`src/rtl/mantissa_div_pkg.sv`:
```
// Shared state encoding and sizing helpers for the sequential mantissa divider.
package mantissa_div_pkg;

   localparam logic [1:0] IDLE = 2'd0;
   localparam logic [1:0] NORM = 2'd1;
   localparam logic [1:0] ITER = 2'd2;
   localparam logic [1:0] DONE = 2'd3;

   // Smallest width (>=1) able to hold values 0..v-1.
   function automatic int cnt_width(input int v);
      int w;
      w = 1;
      while ((1 << w) < v) w++;
      return w;
   endfunction

endpackage

```
`src/rtl/mantissa_seq_div_if.sv`:
```
// Operand/result handshake bundle for the sequential mantissa divider.
interface mantissa_seq_div_if #(
   parameter int BASELINE       = 15,
   parameter int MANTISSA_WIDTH = 15
);
   logic                                        in_valid;
   logic                                        in_ready;
   logic [BASELINE-1:BASELINE-MANTISSA_WIDTH]   Mantissa_X;
   logic [BASELINE-1:BASELINE-MANTISSA_WIDTH]   Mantissa_Y;
   logic                                        out_valid;
   logic                                        out_ready;
   logic [BASELINE-1:BASELINE-MANTISSA_WIDTH]   Mantissa_Out;
   logic                                        Exp_Dec;
   logic                                        Sticky;

   modport master (
      output in_valid, Mantissa_X, Mantissa_Y, out_ready,
      input  in_ready, out_valid, Mantissa_Out, Exp_Dec, Sticky
   );

   modport slave (
      input  in_valid, Mantissa_X, Mantissa_Y, out_ready,
      output in_ready, out_valid, Mantissa_Out, Exp_Dec, Sticky
   );
endinterface

```
`src/rtl/mantissa_div_step.sv`:
```
// One restoring-division step: optional left shift, trial subtract, quotient bit.
module mantissa_div_step #(
   parameter int W = 15
) (
   input  logic [W+1:0] i_r,
   input  logic [W:0]   i_d,
   input  logic         i_shift,
   output logic [W+1:0] o_r,
   output logic         o_q
);
   logic [W+1:0] w_sh;
   logic [W+1:0] w_dx;

   assign w_sh = i_shift ? {i_r[W:0], 1'b0} : i_r;
   assign w_dx = {1'b0, i_d};
   assign o_q  = (w_sh >= w_dx);
   assign o_r  = o_q ? (w_sh - w_dx) : w_sh;
endmodule

```
`src/rtl/mantissa_seq_div.sv`:
```
// Iterative restoring divider 1.X / 1.Y with renormalization, sticky and
// midpoint compensation for the fraction bits beyond ITER.
module mantissa_seq_div
   import mantissa_div_pkg::*;
#(
   parameter int BASELINE       = 15,
   parameter int MANTISSA_WIDTH = 15,
   parameter int ITER           = 15
) (
   input  logic            clk,
   input  logic            rst_n,
   mantissa_seq_div_if.slave bus
);
   localparam int W  = MANTISSA_WIDTH;
   localparam int CW = cnt_width(ITER + 1);
   localparam logic [CW-1:0] LAST = CW'(ITER - 1);

   logic [1:0]      r_state;
   logic [W+1:0]    r_r;
   logic [W:0]      r_d;
   logic [ITER-1:0] r_q;
   logic [CW-1:0]   r_cnt;
   logic            r_exp_dec;
   logic [W-1:0]    r_out;
   logic            r_sticky;
   logic            r_ov;

   logic [BASELINE-1:BASELINE-MANTISSA_WIDTH] w_x, w_y;
   logic [W+1:0]    w_r_nxt;
   logic            w_qbit, w_lt, w_shift, w_sticky;
   logic [ITER-1:0] w_q_nxt;
   logic [W-1:0]    w_out;

   assign w_x      = bus.Mantissa_X;
   assign w_y      = bus.Mantissa_Y;
   // In NORM r_r still holds A, so this is the X<Y renormalization test.
   assign w_lt     = (r_r < {1'b0, r_d});
   assign w_shift  = (r_state == mantissa_div_pkg::ITER) | w_lt;
   assign w_sticky = |r_r;

   mantissa_div_step #(.W(W)) u_step (
      .i_r     (r_r),
      .i_d     (r_d),
      .i_shift (w_shift),
      .o_r     (w_r_nxt),
      .o_q     (w_qbit)
   );

   generate
      if (ITER == 1) begin : g_q1
         assign w_q_nxt = w_qbit;
      end else begin : g_qn
         assign w_q_nxt = {r_q[ITER-2:0], w_qbit};
      end

      if (ITER == W) begin : g_exact
         assign w_out = r_q;
      end else if (ITER == W - 1) begin : g_mid1
         assign w_out = {r_q, w_sticky};
      end else begin : g_mid
         assign w_out = {r_q, w_sticky, {(W-ITER-1){1'b0}}};
      end
   endgenerate

   always_ff @(posedge clk or negedge rst_n) begin
      if (!rst_n) begin
         r_state   <= IDLE;
         r_r       <= '0;
         r_d       <= '0;
         r_q       <= '0;
         r_cnt     <= '0;
         r_exp_dec <= 1'b0;
         r_out     <= '0;
         r_sticky  <= 1'b0;
         r_ov      <= 1'b0;
      end else begin
         case (r_state)
            IDLE: if (bus.in_valid) begin
               r_r     <= {2'b01, w_x};
               r_d     <= {1'b1, w_y};
               r_q     <= '0;
               r_state <= NORM;
            end
            NORM: begin
               r_r       <= w_r_nxt;
               r_exp_dec <= w_lt;
               r_cnt     <= '0;
               r_state   <= mantissa_div_pkg::ITER;
            end
            mantissa_div_pkg::ITER: begin
               r_r   <= w_r_nxt;
               r_q   <= w_q_nxt;
               r_cnt <= r_cnt + CW'(1);
               if (r_cnt == LAST) r_state <= DONE;
            end
            DONE: begin
               // First DONE cycle captures the assembled result; then hold it.
               if (!r_ov) begin
                  r_ov     <= 1'b1;
                  r_out    <= w_out;
                  r_sticky <= w_sticky;
               end else if (bus.out_ready) begin
                  r_ov    <= 1'b0;
                  r_state <= IDLE;
               end
            end
            default: r_state <= IDLE;
         endcase
      end
   end

   assign bus.in_ready     = (r_state == IDLE);
   assign bus.out_valid    = r_ov;
   assign bus.Mantissa_Out = r_out;
   assign bus.Exp_Dec      = r_exp_dec;
   assign bus.Sticky       = r_sticky;
endmodule

```
`src/flat_wrapper.sv`:
```
// flat-port wrapper written by rule: the top's interface ports become plain ports
module mantissa_seq_div_flat import mantissa_div_pkg::*;
#(
   parameter int BASELINE       = 15,
   parameter int MANTISSA_WIDTH = 15,
   parameter int ITER           = 15
)
  (clk, rst_n, bus_in_valid, bus_Mantissa_X, bus_Mantissa_Y, bus_out_ready, bus_in_ready, bus_out_valid, bus_Mantissa_Out, bus_Exp_Dec, bus_Sticky);
  mantissa_seq_div_if #(.BASELINE(BASELINE), .MANTISSA_WIDTH(MANTISSA_WIDTH)) bus_i ();
  input  logic clk;
  input  logic rst_n;
  input wire logic [$bits(bus_i.in_valid)-1:0] bus_in_valid;
  input wire logic [$bits(bus_i.Mantissa_X)-1:0] bus_Mantissa_X;
  input wire logic [$bits(bus_i.Mantissa_Y)-1:0] bus_Mantissa_Y;
  input wire logic [$bits(bus_i.out_ready)-1:0] bus_out_ready;
  output wire logic [$bits(bus_i.in_ready)-1:0] bus_in_ready;
  output wire logic [$bits(bus_i.out_valid)-1:0] bus_out_valid;
  output wire logic [$bits(bus_i.Mantissa_Out)-1:0] bus_Mantissa_Out;
  output wire logic [$bits(bus_i.Exp_Dec)-1:0] bus_Exp_Dec;
  output wire logic [$bits(bus_i.Sticky)-1:0] bus_Sticky;
  assign bus_i.in_valid = bus_in_valid;
  assign bus_i.Mantissa_X = bus_Mantissa_X;
  assign bus_i.Mantissa_Y = bus_Mantissa_Y;
  assign bus_i.out_ready = bus_out_ready;
  assign bus_in_ready = bus_i.in_ready;
  assign bus_out_valid = bus_i.out_valid;
  assign bus_Mantissa_Out = bus_i.Mantissa_Out;
  assign bus_Exp_Dec = bus_i.Exp_Dec;
  assign bus_Sticky = bus_i.Sticky;
  mantissa_seq_div #(.BASELINE(BASELINE), .MANTISSA_WIDTH(MANTISSA_WIDTH), .ITER(ITER)) u_core (.clk(clk), .rst_n(rst_n), .bus(bus_i));
endmodule
```
`config.mk`:
```
export PLATFORM = sky130hd
export DESIGN_NAME = mantissa_seq_div_flat
export DESIGN_NICKNAME = d
export VERILOG_FILES = /design/src/rtl/mantissa_div_pkg.sv /design/src/rtl/mantissa_seq_div_if.sv /design/src/rtl/mantissa_div_step.sv /design/src/rtl/mantissa_seq_div.sv /design/src/flat_wrapper.sv
export SDC_FILE = /design/constraint.sdc
export NUM_CORES = 1
export LEC_CHECK = 0
export BUFFER_PORTS_ARGS = -buffer_cell sky130_fd_sc_hd__buf_2
export CAP_MARGIN = 15
export CELL_PAD_IN_SITES_DETAIL_PLACEMENT = 1
export CELL_PAD_IN_SITES_GLOBAL_PLACEMENT = 2
export CORE_MARGIN = 2
export CORE_UTILIZATION = 30
export CTS_CLUSTER_DIAMETER = 30
export CTS_CLUSTER_SIZE = 14
export DETAILED_ROUTE_END_ITERATION = 16
export GPL_ROUTABILITY_DRIVEN = 1
export GPL_TIMING_DRIVEN = 1
export PLACE_DENSITY_LB_ADDON = 0.1
export SKIP_CTS_REPAIR_TIMING = 1
export SYNTH_ARGS = -nofsm -noshare
export SYNTH_HDL_FRONTEND = slang
export SYNTH_SLANG_ARGS = --single-unit
```
`constraint.sdc`:
```
create_clock -name clk -period 12.3 [get_ports clk]
set_clock_uncertainty 0.2 [all_clocks]
set_input_delay 0 -clock clk [delete_from_list [all_inputs] [get_ports clk]]
set_output_delay 0 -clock clk [all_outputs]
set_load 0.05 [all_outputs]
```
==> results.json <==
{
  "status": "complete, no violations",
  "viasPerCell": 5.14,
  "ys_ff_latch": 72,
  "drc": 0,
  "initial_core_util_pct": 30.7,
  "maxCapViolCount": 0,
  "required_ns": 12.37,
  "die_y_um": 129,
  "routed-wl-met2_mm": 6.02,
  "layout_min_cycle_time_ns": 4.95,
  "post-dp-hpwl_mm": 9.45,
  "portBuffers": 52,
  "synth-simple-area-share_pct": 11.8,
  "grt_overflow": 0,
  "synthMuxAreaShare_pct": 14.2,
  "r2r_start": "u_core.r_r[12]",
  "end_kind": "flop",
  "dr.pass1.iters": 4,
  "top_layer": "met4",
  "worstHoldPathType": "in2reg",
  "yosysWarningCount": 0,
  "path_clk_slew_ns": 0.07,
  "worst_pin_slew_ns": 1.06,
  "hp-start": "bus_Mantissa_X[10]",
  "wire_per_inst_um": 18.2,
  "grt_pass1_vias": 3781,
  "rsz0062_at_grt": "false",
  "synth-compound-area-share_pct": 18.5,
  "antenna_found_initial": 0,
  "die_x_um": 129,
  "path_class": "reg2reg",
  "r2r_end": "u_core.r_r[0]",
  "cts_buffers": 9,
  "dieArea_um2": 16600,
  "synthAdderAreaFrac_pct": 10.3,
  "grt_first_pass_wirelength_mm": 20.9,
  "synthXorXnorAreaFrac_pct": 1.88,
  "grtUsageTotal_pct": 16.7,
  "num_rows": 45,
  "start_kind": "flop",
  "wirelength_mm": 13.2,
  "clock-root-buffer": "clkbuf_16",
  "holdPathEnd": "u_core.r_r[10]",
  "cts_sinks": 72,
  "arrival_ns": 5.02,
  "fin_nets": 603,
  "maxClockFrequency_mhz": 202,
  "syn-cell-area_um2": 4670,
  "synth_fp_nets": 523,
  "yosysUniqueCellTypes": 66,
  "n_antenna_cell": 0,
  "hold_violations": 0,
  "fin_setup_tns_ns": 0,
  "core_area_um2": 15200,
  "synth_top_family_by_area": "compound AO/OA/AOI/OAI gates",
  "async_flop_share_pct": 100,
  "synth.avg_cell_area_um2": 10.3,
  "grt_max_degree": 73,
  "dr_total_vias": 3723,
  "place.gp.congestion": 0.799,
  "area_growth_pct": 21.5,
  "io_pins": 53,
  "ant_nets": 0,
  "drt_iter0_drc": 103,
  "htree_num_levels": 3,
  "critPathMaxFanout": 16,
  "cts.path.max_buffers": 2,
  "drv_slew": 0,
  "wl_met1_mm": 6.56,
  "slew_headroom_pct": 29.4,
  "worst_r2r_path_depth": 15,
  "setup_viol": 0,
  "synth_cells": 451,
  "ys_seq_area_share_pct": 38.6,
  "stdcell_area_um2": 5670,
  "dpl_cell_area_um2": 5060,
  "drive_gt1_share_pct": 25.2,
  "worstSkewPairLatency_ns": 0.35,
  "cts_tree": "yes",
  "synth-main-ff-cell": "dfrtp_1",
  "holdPathStages": 4,
  "fin_crit_sh_pct": 40.2,
  "synth_edf_count": 0,
  "wl_met3_um": 378,
  "fillCellCount": 1730,
  "rrSetupSlack_ns": 7.35
}
==> metal layers <==
layer	track usage, %	up-vias
met5	0	-
met4	5.75	0
met3	3.20	14
met2	26.1	50
met1	23.3	1860
li1	-	1799
==> metrics by stage <==
stage	utilization, %	instances	hold WS, ns	worst slack (ns)
floorplan	-	451	-0.496	8.18
global placement	33.3	676	0.0306	7.39
CTS	35.2	692	-0.346	7.30
finish	37.3	724	0.0194	7.35
global route	37.3	724	0.0768	7.03
detailed placement	33.3	676	0.0355	7.33
==> cells in the final DEF, fill, tap and decap left out, types with 5 or more instances in the layout <==
cell	n
clkbuf_16	9
ha_1	37
o21ai_0	23
or2_0	7
a21o_1	9
nand2_1	42
o21ai_1	14
dfrtp_1	72
inv_1	26
a21oi_1	18
nor2_1	17
mux2i_1	11
or3_1	5
mux2_2	42
nand3_1	9
xnor2_1	7
buf_2	51
nand2b_1	5
dlygate4sd3_1	32
a22o_1	16
==> synthesized netlist by cell type, drive strengths merged (11+ instances only) <==
cell type	count	area share, %
dfrtp	72	39
mux2	48	12
inv	26	2.1
nor2	18	1.5
nand2	42	3.4
clkbuf	12	1.4
o21ai	37	4.0
ha	37	9.9
mux2i	11	2.4
a21oi	21	2.7
a22o	17	3.2
==> final cells by class <==
cell class                      count  area, µm²  share of cell area [%]
Sequential cell                    72       1800                    31.8
Multi-Input combinational cell    335       2640                    46.6
Clock inverter                      7       62.6                    1.10
Tap cell                          188        235                    4.15
Clock buffer                        9        225                    3.97
Timing Repair Buffer               87        606                    10.7
Inverter                           26       97.6                    1.72
==> registers in the layout, indices dropped and copies added, names as in the netlist <==
signal                   cells
u_core.r_cnt                 4
u_core.bus.out_valid         1
u_core.r_q                  15
u_core.r_state               2
u_core.bus.Exp_Dec           1
u_core.r_d                  16
u_core.bus.Sticky            1
u_core.r_r                  17
u_core.bus.Mantissa_Out     15
==> critical path: stages (launching register included) <==
cell	delay (ns)
dfrtp_1	0.42
ha_1	0.35
nand4_1	0.16
nor3_2	0.23
o211ai_2	0.14
a31oi_4	0.57
mux2_2	0.43
ha_1	0.37
and3_1	0.23
a211oi_2	0.23
a21bo_1	0.27
a31oi_4	0.16
a21oi_4	0.22
and3_4	0.38
mux2_1	0.35
o22ai_1	0.15
==> worst max path at each step <==
stage / from / end / slack (ns) / cells past startpoint
after floorplan: u_core.r_r[12] / u_core.r_r[10] / 8.18 / 16
after global placement: u_core.r_r[15] / u_core.r_r[0] / 7.39 / 14
after detailed placement: u_core.r_r[12] / u_core.r_r[0] / 7.33 / 15
after CTS: u_core.r_r[12] / u_core.r_r[0] / 7.30 / 15
after global routing: u_core.r_r[12] / u_core.r_r[16] / 7.03 / 15
final: u_core.r_r[12] / u_core.r_r[0] / 7.35 / 15
==> logic make-up after synthesis <==
family	count (synthesis)
flops	72
mux	59
xor+xnor	10
buf+inv	44
compound gates	118
fa+ha+maj	38
simple gates	110
Power is left out: the tool's default activity adds up to more than one toggle a clock period on the data nets, which glitch-free logic cannot reach.
